===== src/rtl/even_stat_acc.sv =====
// even_stat_acc: windowed even/odd sample statistics with valid/ready result handoff (optional EVEN_CHECK_EN self-check)
module even_stat_acc #(
    parameter int NUM_SIZE = 12,
    parameter int WINDOW = 16,
    localparam int CNT_W = $clog2(WINDOW + 1)
) (
    input  logic                clk,
    input  logic                rst,
    input  logic                in_valid,
    output logic                in_ready,
    input  logic [NUM_SIZE-1:0] num,
    input  logic                is_even,
    output logic                res_valid,
    input  logic                res_ready,
    output logic [CNT_W-1:0]    even_cnt,
    output logic [CNT_W-1:0]    odd_cnt,
    output logic [NUM_SIZE-1:0] last_even
`ifdef EVEN_CHECK_EN
    ,
    output logic                chk_err
`endif
);
    typedef enum logic {ACCUM, REPORT} state_t;
    localparam logic [CNT_W-1:0] LAST = CNT_W'(WINDOW - 1);
    localparam logic [CNT_W-1:0] ONE = CNT_W'(1);
    state_t state;
    logic [CNT_W-1:0] smp_cnt;
    logic acc;
    assign acc = in_valid && in_ready;
    // window accumulation and result handoff; handshake outputs registered alongside the state
    always_ff @(posedge clk) begin
        if (rst) begin
            state     <= ACCUM;
            in_ready  <= 1'b1;
            res_valid <= 1'b0;
            even_cnt  <= '0;
            odd_cnt   <= '0;
            last_even <= '0;
            smp_cnt   <= '0;
        end else if (state == ACCUM) begin
            if (acc) begin
                if (is_even) begin
                    even_cnt  <= even_cnt + ONE;
                    last_even <= num;
                end else begin
                    odd_cnt <= odd_cnt + ONE;
                end
                smp_cnt <= smp_cnt + ONE;
                if (smp_cnt == LAST) begin
                    state     <= REPORT;
                    in_ready  <= 1'b0;
                    res_valid <= 1'b1;
                end
            end
        end else if (res_ready) begin
            state     <= ACCUM;
            in_ready  <= 1'b1;
            res_valid <= 1'b0;
            even_cnt  <= '0;
            odd_cnt   <= '0;
            last_even <= '0;
            smp_cnt   <= '0;
        end
    end
`ifdef EVEN_CHECK_EN
    // sticky flag when the upstream parity flag disagrees with the number's LSB
    always_ff @(posedge clk) begin
        if (rst) chk_err <= 1'b0;
        else if (acc && (is_even != ~num[0])) chk_err <= 1'b1;
    end
`endif
endmodule


===== config.mk =====
export PLATFORM = sky130hd
export DESIGN_NAME = even_stat_acc
export DESIGN_NICKNAME = d
export VERILOG_FILES = /design/src/rtl/even_stat_acc.sv
export SDC_FILE = /design/constraint.sdc
export NUM_CORES = 1
export LEC_CHECK = 0
export CORE_MARGIN = 2
export CORE_UTILIZATION = 49
export DETAILED_ROUTE_END_ITERATION = 8
export GPL_ROUTABILITY_DRIVEN = 0
export PLACE_DENSITY_LB_ADDON = 0.08
export SETUP_SLACK_MARGIN = 0.1
export SKIP_CTS_REPAIR_TIMING = 1
export SLEW_MARGIN = 30
export SYNTH_ARGS = -nofsm -noshare
export SYNTH_HDL_FRONTEND = slang
export SYNTH_SLANG_ARGS = --single-unit

===== constraint.sdc =====
create_clock -name clk -period 3.13 [get_ports clk]
set_input_delay 0.626 -clock clk [delete_from_list [all_inputs] [get_ports clk]]
set_output_delay 0.626 -clock clk [all_outputs]
set_load 0.02 [all_outputs]

==> run_results.csv <==
group,metric,value,unit
clock_network,clockBufferDepth,2,
route,drc,0,
sta,fin_skew,5.57,ps
logic_synthesis,synthMuxAreaShare,0.847,%
clock_network,clk_latency,320,ps
sta,rsz0062_at_grt,"no",
final_layout,multi_input_area,666,µm²
logic_synthesis,yosys.area.top_type,"dfxtp_1",
logic_synthesis,syn-num-nets,178,
floorplan,chipWidth,56.1,µm
route,drtIter0Drc,25,
logic_synthesis,synth.area.top_cells,"dfxtp_1, a21oi_1, nand3_1",
logic_synthesis,synth_top_family_by_area,"simple AND/OR/NAND/NOR gates",
route,vias,1262,
worst_setup_path,critical_path.top_delay_family,"buffers and inverters",
sta,timing.final.crit_share,66.2,%
floorplan,fp.dieH,56.1,µm
logic_synthesis,ys_ff_latch,30,
sta,fin_tns_setup,0,ps
sta,setup_viol,0,
worst_setup_path,cp.buffers_inverters,1,
place,port_buffers,40,
power_and_ir_drop,vdd_drop_max,342,µV
floorplan,core-area,2520,µm²
clock_network,cts-root-buf,"clkbuf_4",
final_layout,area_delta_synth_final,34.2,%
logic_synthesis,synth_edf_count,0,
final_layout,n_antenna_cell,0,
clock_network,cts_sinks,30,
route,wl_per_cell,13.3,µm
global_route,grt.overflow.total,0,
logic_synthesis,netlist_area,1330,µm²
sta,tightest_slew,651,ps
min_path,min_to,"res_valid",
sta,timing.fmax,0.483,GHz
logic_synthesis,yosys-top-cells-count,"dfxtp_1, a21oi_1, nand3_1",
clock_network,numCtsBuffers,5,
worst_setup_path,critPathKind,"reg2out",
worst_setup_path,r2r_setup_slack,1270,ps
floorplan,start_util,52.7,%
logic_synthesis,synthArstFlopShare,0,%
worst_setup_path,worstRegToRegCells,3,
sta,slew_violations,0,
logic_synthesis,synth-compound-area-share,16.7,%
worst_setup_path,worstPathMaxFanout,9,
floorplan,dieArea,3150,µm²
power_and_ir_drop,p_per_area,405,nW/µm²
final_layout,ff_latch_area,601,µm²
global_route,antenna_found_initial,0,
global_route,grt.total_usage,19.2,%
route,postRouteAntennaNets,0,
worst_setup_path,slowest_stage,"clkdlybuf4s50_1",
sta,min_period,2070,ps
final_layout,fin_util,70.8,%
global_route,grt_pass1_wl,4790,µm
worst_setup_path,max_stage_delay,660,ps
sta,holdWs,464,ps
final_layout,finalNetCount,216,
worst_setup_path,start_kind,"flip-flop",
clock_network,cts_tree,"built",
logic_synthesis,syn_avg_cell_area,8.47,µm²
logic_synthesis,yosysSeqAreaShare,45.2,%
worst_setup_path,end_kind,"output pin",
global_route,grt_max_degree,23,
worst_setup_path,crit_start,"in_ready",
logic_synthesis,yosysMostFrequentCell,"dfxtp_1",
logic_synthesis,synth_warnings,0,
route,vias_per_cell,5.63,
logic_synthesis,synth_top_area_share,45.2,%
power_and_ir_drop,total_power,0.724,mW
place,place_area,1730,µm²
route,drt_pass1_iterations,4,
min_path,hp-class,"reg2reg",
worst_setup_path,arrival,1450,ps
job,max_cap_violations,0,
min_path,min_path_cells,2,
worst_setup_path,reg2reg_to,"even_cnt[4]",
min_path,holdCritStartpoint,"res_valid",
clock_network,h-tree-depth,2,
logic_synthesis,post_synth_xor_area_fraction,1.98,%
logic_synthesis,ys_types,29,
worst_setup_path,r2r-start,"state",
clock_network,cts.reportedPaths.clkPinSlew,80,ps
logic_synthesis,synth_adder_area_share,3.76,%
logic_synthesis,yosys.area_share.simple,26.7,%
logic_synthesis,ys.flop_type,"dfxtp_1",
route,finalWirelength,2970,µm
final_layout,fillCellCount,223,
logic_synthesis,syn_inst,157,
worst_setup_path,cp.required,2500,ps
status,status,"complete, no violations",
final_layout,layout-drive-gt1-share,6.19,%
global_route,grt_pass1_vias,1125,
place,hpwl,2150,µm
power_and_ir_drop,p_leak,0.643,nW
worst_setup_path,cp_cell_sequence,"clkdlybuf4s50_1",
floorplan,pin_count,41,
sta,hold_violations,0,
floorplan,num_rows,18,
final_layout,finish.instance_area,1790,µm²
sta,relSlewSlack,56.5,%
[cell families (layout without fill, tap and decap cells)]
group	Yosys count	in the layout
adders and majority gates	4	4
xor gates and xnor gates	3	3
and+or+nand+nor	65	65
muxes	1	1
buffers and inverters	15	52
AOI/OAI and AO/OA	39	39
DFF	30	30
[power breakdown]
group	leakage (nW)	switching [mW]	total [mW]	internal, mW
registers	0.244	0.00985	0.404	0.394
clock network	0.0302	0.121	0.222	0.101
logic	0.369	0.0466	0.0980	0.0514
total	0.643	0.177	0.724	0.546
[final cells by class]
cell class | instances | share of cell area, %
multi-input combinational | 112 | 37.3
sequential | 30 | 33.6
timing repair buffer | 42 | 23.3
clock buffer | 6 | 2.87
tap | 30 | 2.10
inverter | 4 | 0.841
[registers in the layout (all words and copies together) (netlist names)]
signal,flops
odd_cnt,5
state,1
res_valid,1
in_ready,1
last_even,12
even_cnt,5
smp_cnt,5
[cells in the final DEF, fill, tap and decap left out, types with 5 or more instances in the layout]
master,n
clkbuf_4,5
nand3_1,21
nand2_1,18
clkdlybuf4s50_1,40
dfxtp_1,30
nand2b_1,7
a21oi_1,27
[layer usage]
layer,GRT usage (%),vias up,share of wire (%)
met4,9.18,0,1.2
li1,-,631,-
met1,23.5,592,46
met2,30.6,34,48
met3,5.81,5,5.2
met5,0,-,0
[per-stage QoR]
step | std cells | setup slack, ps
2_1_floorplan | 157 | 1630
3_3_place_gp | 218 | 877
3_5_place_dp | 218 | 762
4_1_cts | 224 | 1040
5_1_grt | 224 | 923
6_report | 224 | 1060
[how the worst max path moves through the flow]
stage / to / slack [ps] / cells past startpoint
after floorplan: odd_cnt[4] / 1630 / 3
after global placement: even_cnt[4] / 880 / 4
after detailed placement: even_cnt[4] / 760 / 4
after CTS: in_ready / 1040 / 1
after global routing: even_cnt[4] / 920 / 4
final: in_ready / 1060 / 1
Power figures use the tool's default switching activity.
